File: src/rtl/serial_subtractor_pkg.sv
// subtractor_pkg: shared types and constants for the bit-serial subtractor.
// Holds the control FSM state encoding, the default operand width and a
// helper that sizes the bit counter.

package subtractor_pkg;

    localparam int DEFAULT_WIDTH = 8;

    typedef enum logic [1:0] {
        IDLE,
        RUN,
        DONE
    } state_t;

    // The bit counter must be able to hold the value WIDTH itself so it never wraps
    function automatic int counter_width(input int width);
        return $clog2(width + 1);
    endfunction

endpackage

File: src/rtl/serial_subtractor_if.sv
// serial_subtractor_if: operand/result handshake bundle for serial_subtractor.
// The slave modport is the subtractor's view, the master modport is the
// view of whoever supplies operands and consumes results.
// o_overflow exists only when SERIAL_SUBTRACTOR_OVERFLOW_EN is defined.

interface serial_subtractor_if
    import subtractor_pkg::*;
#(
    parameter int WIDTH = DEFAULT_WIDTH
);

    logic             i_valid;
    logic             o_ready;
    logic [WIDTH-1:0] i_minuend;
    logic [WIDTH-1:0] i_subtrahend;
    logic             o_valid;
    logic             i_ready;
    logic [WIDTH-1:0] o_difference;
    logic             o_borrow;
`ifdef SERIAL_SUBTRACTOR_OVERFLOW_EN
    logic             o_overflow;
`endif

    modport slave (
        input  i_valid, i_minuend, i_subtrahend, i_ready,
`ifdef SERIAL_SUBTRACTOR_OVERFLOW_EN
        output o_overflow,
`endif
        output o_ready, o_valid, o_difference, o_borrow
    );

    modport master (
        output i_valid, i_minuend, i_subtrahend, i_ready,
`ifdef SERIAL_SUBTRACTOR_OVERFLOW_EN
        input  o_overflow,
`endif
        input  o_ready, o_valid, o_difference, o_borrow
    );

endinterface

File: src/rtl/serial_subtractor_full_subtractor.sv
// full_subtractor: one-bit combinational subtract stage (a - b - borrow_in).

module full_subtractor (
    input  logic i_minuend,
    input  logic i_subtrahend,
    input  logic i_borrow,
    output logic o_difference,
    output logic o_borrow
);

    // Difference is the parity of the three inputs; a borrow is needed when
    // b exceeds a, or when a equals b and a borrow is already pending
    always_comb begin
        o_difference = i_minuend ^ i_subtrahend ^ i_borrow;
        o_borrow     = (~i_minuend & i_subtrahend) | (~(i_minuend ^ i_subtrahend) & i_borrow);
    end

endmodule

File: src/rtl/serial_subtractor.sv
// serial_subtractor: bit-serial unsigned subtractor, one bit per clock, LSB first.
// Operands are accepted in IDLE, WIDTH cycles are spent in RUN, and the result
// is presented in DONE until the consumer takes it. The result registers keep
// the last answer until the next operation completes.
// Optional feature: define SERIAL_SUBTRACTOR_OVERFLOW_EN to add the o_overflow
// (signed overflow) output and its capture logic.

module serial_subtractor
    import subtractor_pkg::*;
#(
    parameter int WIDTH = DEFAULT_WIDTH
) (
    input  logic               i_clock,
    input  logic               i_reset_n,
    serial_subtractor_if.slave bus
);

    localparam int                CNT_W    = counter_width(WIDTH);
    localparam logic [CNT_W-1:0]  LAST_BIT = CNT_W'(WIDTH - 1);

    state_t           state;
    state_t           next_state;

    // acc_reg starts as the minuend and, as bits are consumed from the LSB,
    // the difference bits are shifted in from the MSB end; after WIDTH
    // cycles it holds the complete difference.
    logic [WIDTH-1:0] acc_reg;
    logic [WIDTH-1:0] sub_reg;
    logic             borrow_reg;
    logic [CNT_W-1:0] bit_cnt;

    logic [WIDTH-1:0] diff_reg;
    logic             borrow_out_reg;

    logic             bit_diff;
    logic             bit_borrow;
    logic             accept;
    logic             last_bit;
    logic             ready_int;
    logic             valid_int;

    full_subtractor u_bit (
        .i_minuend    (acc_reg[0]),
        .i_subtrahend (sub_reg[0]),
        .i_borrow     (borrow_reg),
        .o_difference (bit_diff),
        .o_borrow     (bit_borrow)
    );

    // State register
    always_ff @(posedge i_clock or negedge i_reset_n) begin
        if (!i_reset_n) begin
            state <= IDLE;
        end else begin
            state <= next_state;
        end
    end

    // Next-state and handshake decode
    always_comb begin
        next_state = state;
        ready_int  = 1'b0;
        valid_int  = 1'b0;
        accept     = 1'b0;
        last_bit   = 1'b0;
        case (state)
            IDLE: begin
                ready_int = 1'b1;
                if (bus.i_valid) begin
                    accept     = 1'b1;
                    next_state = RUN;
                end
            end
            RUN: begin
                if (bit_cnt == LAST_BIT) begin
                    last_bit   = 1'b1;
                    next_state = DONE;
                end
            end
            DONE: begin
                valid_int = 1'b1;
                if (bus.i_ready) begin
                    next_state = IDLE;
                end
            end
            default: next_state = IDLE;
        endcase
    end

    // Operand load on accept, then one bit of subtraction per RUN cycle
    always_ff @(posedge i_clock or negedge i_reset_n) begin
        if (!i_reset_n) begin
            acc_reg    <= '0;
            sub_reg    <= '0;
            borrow_reg <= 1'b0;
            bit_cnt    <= '0;
        end else if (accept) begin
            acc_reg    <= bus.i_minuend;
            sub_reg    <= bus.i_subtrahend;
            borrow_reg <= 1'b0;
            bit_cnt    <= '0;
        end else if (state == RUN) begin
            acc_reg    <= {bit_diff, acc_reg[WIDTH-1:1]};
            sub_reg    <= {1'b0, sub_reg[WIDTH-1:1]};
            borrow_reg <= bit_borrow;
            bit_cnt    <= bit_cnt + CNT_W'(1);
        end
    end

    // Result capture on the final RUN cycle; held until the next completion
    always_ff @(posedge i_clock or negedge i_reset_n) begin
        if (!i_reset_n) begin
            diff_reg       <= '0;
            borrow_out_reg <= 1'b0;
        end else if (last_bit) begin
            diff_reg       <= {bit_diff, acc_reg[WIDTH-1:1]};
            borrow_out_reg <= bit_borrow;
        end
    end

`ifdef SERIAL_SUBTRACTOR_OVERFLOW_EN
    logic overflow_reg;

    // On the final cycle acc_reg[0]/sub_reg[0] are the operand sign bits and
    // bit_diff is the result sign bit
    always_ff @(posedge i_clock or negedge i_reset_n) begin
        if (!i_reset_n) begin
            overflow_reg <= 1'b0;
        end else if (last_bit) begin
            overflow_reg <= (acc_reg[0] != sub_reg[0]) && (bit_diff != acc_reg[0]);
        end
    end

    assign bus.o_overflow = overflow_reg;
`endif

    assign bus.o_ready      = ready_int;
    assign bus.o_valid      = valid_int;
    assign bus.o_difference = diff_reg;
    assign bus.o_borrow     = borrow_out_reg;

endmodule

File: src/flat_wrapper.sv
// flat-port wrapper written by rule: the top's interface ports become plain ports
module serial_subtractor_flat import subtractor_pkg::*;
#(
    parameter int WIDTH = DEFAULT_WIDTH
)
  (i_clock, i_reset_n, bus_i_valid, bus_i_minuend, bus_i_subtrahend, bus_i_ready, bus_o_ready, bus_o_valid, bus_o_difference, bus_o_borrow);
  serial_subtractor_if #(.WIDTH(WIDTH)) bus_i ();
  input  logic i_clock;
  input  logic i_reset_n;
  input wire logic [$bits(bus_i.i_valid)-1:0] bus_i_valid;
  input wire logic [$bits(bus_i.i_minuend)-1:0] bus_i_minuend;
  input wire logic [$bits(bus_i.i_subtrahend)-1:0] bus_i_subtrahend;
  input wire logic [$bits(bus_i.i_ready)-1:0] bus_i_ready;
  output wire logic [$bits(bus_i.o_ready)-1:0] bus_o_ready;
  output wire logic [$bits(bus_i.o_valid)-1:0] bus_o_valid;
  output wire logic [$bits(bus_i.o_difference)-1:0] bus_o_difference;
  output wire logic [$bits(bus_i.o_borrow)-1:0] bus_o_borrow;
  assign bus_i.i_valid = bus_i_valid;
  assign bus_i.i_minuend = bus_i_minuend;
  assign bus_i.i_subtrahend = bus_i_subtrahend;
  assign bus_i.i_ready = bus_i_ready;
  assign bus_o_ready = bus_i.o_ready;
  assign bus_o_valid = bus_i.o_valid;
  assign bus_o_difference = bus_i.o_difference;
  assign bus_o_borrow = bus_i.o_borrow;
  serial_subtractor #(.WIDTH(WIDTH)) u_core (.i_clock(i_clock), .i_reset_n(i_reset_n), .bus(bus_i));
endmodule
File: config.mk
export PLATFORM = sky130hd
export DESIGN_NAME = serial_subtractor_flat
export DESIGN_NICKNAME = d
export VERILOG_FILES = /design/src/rtl/serial_subtractor_pkg.sv /design/src/rtl/serial_subtractor_if.sv /design/src/rtl/serial_subtractor_full_subtractor.sv /design/src/rtl/serial_subtractor.sv /design/src/flat_wrapper.sv
export SDC_FILE = /design/constraint.sdc
export NUM_CORES = 1
export LEC_CHECK = 0
export CORE_MARGIN = 2
export CORE_UTILIZATION = 45
export DETAILED_ROUTE_END_ITERATION = 7
export GPL_ROUTABILITY_DRIVEN = 0
export GPL_TIMING_DRIVEN = 0
export PLACE_DENSITY_LB_ADDON = 0.25
export SLEW_MARGIN = 5
export SYNTH_ARGS = -nofsm -noshare
export SYNTH_HDL_FRONTEND = slang
export SYNTH_SLANG_ARGS = --single-unit
File: constraint.sdc
create_clock -name i_clock -period 1.8 [get_ports i_clock]
set_clock_uncertainty 0.05 [all_clocks]
set_input_delay 0.18 -clock i_clock [delete_from_list [all_inputs] [get_ports i_clock]]
set_output_delay 0.18 -clock i_clock [all_outputs]
set_load 0.05 [all_outputs]
Yosys cells after proc, flatten, opt, wreduce, memory -nomap -nowiden:

Cells that the tools add are included.

* $add $sub $neg: 1
* mux-type cells: 18
* bitwise logic cells: 7
* reduce and logical (&&, ||, !) cells: 3
* equal/unequal tests: 6

Operators by type and width (number)
* 8-bit 2-to-1 mux: 4
* 1-bit 2-to-1 mux: 8
* 4-bit 2-to-1 mux: 2
* 2-bit 2-to-1 mux: 3
* 2-bit case mux with 3 select lines: 1
* 4-bit by 1-bit adder with 4-bit output (second input constant): 1
* 4-bit by 3-bit == test with 1-bit output (second input constant): 1
* 2-bit inequality test (second input constant): 2
* 3-bit AND reduction: 1
* 1-bit bitwise AND: 2
* 2-bit by 1-bit == test with 1-bit output (second input constant): 1
* 2-bit == test (second input constant): 1
* 2-bit logical NOT: 1
* 2-bit by 1-bit inequality test with 1-bit output (second input constant): 1
* 1-bit NOT: 2
* 2-bit nonzero test: 1
* 1-bit bitwise XOR: 2
* 1-bit bitwise OR: 1

* word-level logic and storage cells: 42
* input port bits: 20
* flip-flop bits (word level): 32
* output and inout bits: 11

Longest topological paths before layout:

Gate-level depths: netlist of run 1.

* depth after elaboration: 6
* mapped depth: 5
* depth with buffers taken out: 4

Modules after synthesis:

A second synthesis of run 1 with hierarchy kept.

* cells, all modules: 126
* area total of the unflattened synthesis: 1428.9 um2

Modules (own cells, without submodules)
* serial_subtractor: area each 1397.6 um2, instances 1, sequential area each 800.8 um2, cells an instance 122
* full_subtractor: area each 31.3 um2, instances 1, sequential area each 0.0 um2, cells an instance 4

Least setup slack after synthesis of run 1:

Ideal clock, no wire load.

* kind: register to register
* start: register u_core.state[1]
* end: register u_core.diff_reg[0], in the netlist u_core.bus.o_difference[0]
* path buffers: 1
* period minus slack after synthesis: 1574 ps
* data arrival time: 1399 ps
* data required time: 1625 ps
* setup time: 125 ps
* stages on the path, launching flop included: 5
* slack: 226 ps
* cell sequence: dfrtp_1 > nand2b_1 > buf_6 > nor3_4 > mux2_2

* word-level cells in the longest chain between the ends: 2

Ends and longest elaborated chain
* from (decl): line serial_subtractor.sv:21 `state_t state;`
* from (signal assigned): line serial_subtractor.sv:55 `state <= next_state;`
* 2-bit by 1-bit == test with 1-bit output: line serial_subtractor.sv:66 `case (state)`
* 1-bit 2-to-1 mux: line serial_subtractor.sv:66
* to (signal assigned): line serial_subtractor.sv:116 `diff_reg <= {bit_diff, acc_reg[WIDTH-1:1]};`
* to (decl): line serial_subtractor.sv:32 `logic [WIDTH-1:0] diff_reg;`

Every way passes these cells.
A chain may end at the register's enable or synchronous reset.

Final worst setup path of run 1:

* start: register u_core.diff_reg[1], in the netlist u_core.bus.o_difference[1]
* end: output port bus_o_difference[1]

RTL lines
* to (decl): line flat_wrapper.sv:16 `output wire logic [$bits(bus_i.o_difference)-1:0] bus_o_difference;`

No word-level cell between the ends.

==> impl_metrics.yaml, run 1 <==
worst_hold_path:
  min-delay-start: "bus_i_subtrahend[7]"
  hold_path_depth: 3
  min_path_type: "in -> reg"
  worstHoldEndpoint: "u_core.sub_reg[7]$_DFFE_PN0P_"
clock_tree:
  clk_latency_ns: 0.34
  cts.sinks: 32
  htreeDepth: 2
  ctsLongestPathBuffers: 2
  cts_tree: "built"
  root_buffer: "clkbuf_4"
  path_clk_slew_ns: 0.10
  cts_buffers: 5
power_and_ir_drop:
  fin_total_pwr_w: 0.003319
  p_leak_nw: 0.8448
  switching_share: 0.4110
  ir_worst_vdd_uv: 927.1
  clock_power_share: 0.161
  power_density_nw_per_um2: 1821
  p_sw_w: 0.001364
  p_int_w: 0.001955
  pwr-share-comb: 0.459
  sequentialPowerShare: 0.380
cells_and_area:
  fill_cells: 272
  area_delta_synth_final_pct: 33.06
  final-seq-area_um2: 800.8
  nNetsFinal: 187
  design_area_um2: 1823
  insertedDiodeCount: 0
  final_layout_size_suffix_gt1_frac: 0.1325
  multi_input_area_um2: 526.8
global_route:
  grt_first_pass_wirelength_um: 4609
  grt_max_degree: 33
  overflow: 0
  grt_antenna_before_repair: 0
  gr-usage-all-layers: 0.1863
  grt_pass1_vias: 1047
floorplanning:
  die_w_um: 59.18
  die_area_um2: 3502
  io_pins: 31
  row_count: 20
  start_util: 0.4601
  die_h_um: 59.18
  core_um2: 2978
placed_design:
  io_buffers: 30
  place_area_um2: 1707
  hpwl_um: 1995
timing:
  worst_pin_slew_ns: 0.6909
  rsz0062_at_grt: "false"
  hold_violations: 0
  fmax_mhz: 575.4
  setup_viol: 0
  finalCriticalPeriod_ns: 1.738
  finalCritPeriodShare: 0.9656
  drv_slew: 0
  slew_headroom: 0.5394
setup_path:
  crit_cells: 1
  r2r-start: "u_core.state[0]$_DFFE_PN0P_"
  cp_top_family: "buffers and inverters"
  ff2ff_setup_slack_ns: 0.21
  worst_path_max_delay_cell: "clkdlybuf4s50_1"
  setup.worst_path.start_class: "flip-flop"
  end_kind: "output port"
  crit_fanout: 2
  worstReg2RegEnd: "u_core.acc_reg[0]$_DFFE_PN0P_"
  path_buf_inv: 1
  path_class: "reg -> out"
  cp_cell_sequence: "clkdlybuf4s50_1"
  max_stage_delay_ns: 0.80
  crit_arrival_ns: 1.51
  reg2regPathDepth: 5
  critPathRequiredTime_ns: 1.57
logic_synthesis:
  synth-seq-cells: 32
  yosys_warnings: 0
  ys.flop_type: "dfrtp_1"
  syn-num-nets: 147
  synth_top_family_by_area: "simple AND/OR/NAND/NOR gates"
  synthesis.instances: 125
  synth-simple-area-share: 0.1543
  synth_edf_count: 0
  synth_adder_area_share: 0.02374
  syn_area_um2: 1370
  synth_cell_types: 21
  synthMuxAreaShare: 0.08037
  ys_seq_area_frac: 0.5845
  synth_xor_area_frac: 0
  async_flop_share: 1.000
  synth_compound_area_frac: 0.1233
  syn_avg_cell_area_um2: 10.96
route:
  drt_iter0_markers: 60
  vias: 1057
  drtPass1Iterations: 4
  wirelength_um: 2782
  ant_nets: 0
  drcViolationCount: 0
  wl_per_cell_um: 13.98
  viasPerCell: 5.312
flow_run:
  max_cap_viol_count: 0
status:
  status: "completed"
metrics by stage:
| stage | hold WS [ns] | cells | setup WS (ns) | util | setup TNS (ns) |
|---|---|---|---|---|---|
| floorplan | -0.1656 | 125 | 0.2264 | - | 0 |
| global placement | 0.4087 | 188 | -0.1102 | 0.5748 | -3.481 |
| detailed placement | 0.2220 | 188 | -0.01824 | 0.5731 | -0.05390 |
| CTS | 0.3460 | 199 | 0.03926 | 0.6105 | 0 |
| global route | 0.3837 | 199 | 0.007045 | 0.6122 | 0 |
| finish | 0.3480 | 199 | 0.06199 | 0.6122 | 0 |
power groups by stage:
stage               sequential (W)  combinational (W)  clock (W)
global placement           0.00126            0.00149          0
finish                     0.00126            0.00152   0.000535
detailed placement         0.00128            0.00152          0
CTS                        0.00126            0.00154   0.000552
floorplan                  0.00158           0.000722          0
global route               0.00131            0.00166   0.000576
cells in the final DEF (no fill, tap or decap), drive strengths merged, types with 2 or more instances in the layout:
cell type	n
nand2b	3
nor3b	2
a22oi	15
buf	5
nor2b	2
mux2	8
a21o	2
clkdlybuf4s50	27
o21bai	2
nand2	37
clkbuf	10
o21ai	4
inv	4
mux2i	2
dfrtp	32
per-layer routing:
| metal | track usage | vias up | part of all wire |
|---|---|---|---|
| li1 | - | 510 | - |
| met1 | 0.2165 | 514 | 0.42 |
| met2 | 0.2984 | 23 | 0.51 |
| met3 | 0.05240 | 10 | 0.045 |
| met4 | 0.1266 | 0 | 0.032 |
| met5 | 0 | - | 0 |
cell type report:
cell class                      instances  share of cell area
Multi-Input combinational cell         83              0.2889
Sequential cell                        32              0.4393
Clock buffer                            6             0.02265
Buffer                                  6             0.01716
Timing Repair Buffer                   33              0.1819
Inverter                                4            0.008236
Tap cell                               33             0.02265
Clock inverter                          2             0.01922
kinds of logic after synthesis:
family | Yosys count
AO/OA/AOI/OAI | 24
adder cells (fa/ha/maj) | 2
buffers and inverters | 10
flip-flops | 32
multiplexers | 10
AND/OR/NAND/NOR | 47
worst reg2reg max path: stages (launching register included):
cell	delay, ns
dfrtp_1	0.44
nor2b_1	0.16
clkbuf_1	0.35
buf_2	0.31
a22oi_1	0.13
nand2_1	0.09
Yosys cell counts (all sizes together), types with 3 or more instances:
cell	number	area [um^2]
nand2	37	138.9
dfrtp	32	800.8
a22oi	15	112.6
mux2	8	90.09
clkbuf	4	15.01
inv	4	15.01
o21ai	4	20.02
nand2b	3	18.77
worst max path at each step:
| stage | endpoint | slack, ns | startpoint |
|---|---|---|---|
| finish | bus_o_difference[1] | 0.06 | u_core.bus.o_difference[1]$_DFFE_PN0P_ |
| global route | bus_o_difference[3] | 0.007 | u_core.bus.o_difference[3]$_DFFE_PN0P_ |
| CTS | bus_o_difference[3] | 0.04 | u_core.bus.o_difference[3]$_DFFE_PN0P_ |
| detailed placement | u_core.acc_reg[7]$_DFFE_PN0P_ | -0.02 | bus_i_valid |
| global placement | u_core.bus.o_difference[1]$_DFFE_PN0P_ | -0.11 | i_reset_n |
| floorplan | u_core.bus.o_difference[0]$_DFFE_PN0P_ | 0.23 | u_core.state[1]$_DFFE_PN0P_ |
repair_timing:
action | 4_1_cts | 5_1_grt
resized for setup | 2 | 2
setup endpoints to repair | 6 | 11
hold buffers | 1 | 0
pin swaps | 1 | 0
buffers inserted | 2 | 0
hold endpoints to repair | 32 | 0
Note: power is estimated with default switching activity, not from simulation.
==> run 2: changes to the inputs <==
--- a/config.mk
+++ b/config.mk
@@ -5,6 +5,7 @@
 export SDC_FILE = /design/constraint.sdc
 export NUM_CORES = 1
 export LEC_CHECK = 0
+export CAP_MARGIN = 25
 export CORE_MARGIN = 2
 export CORE_UTILIZATION = 45
 export DETAILED_ROUTE_END_ITERATION = 7
==> results of run 2 <==
No change in the layout: final DEF, timing and power equal those of run 1.
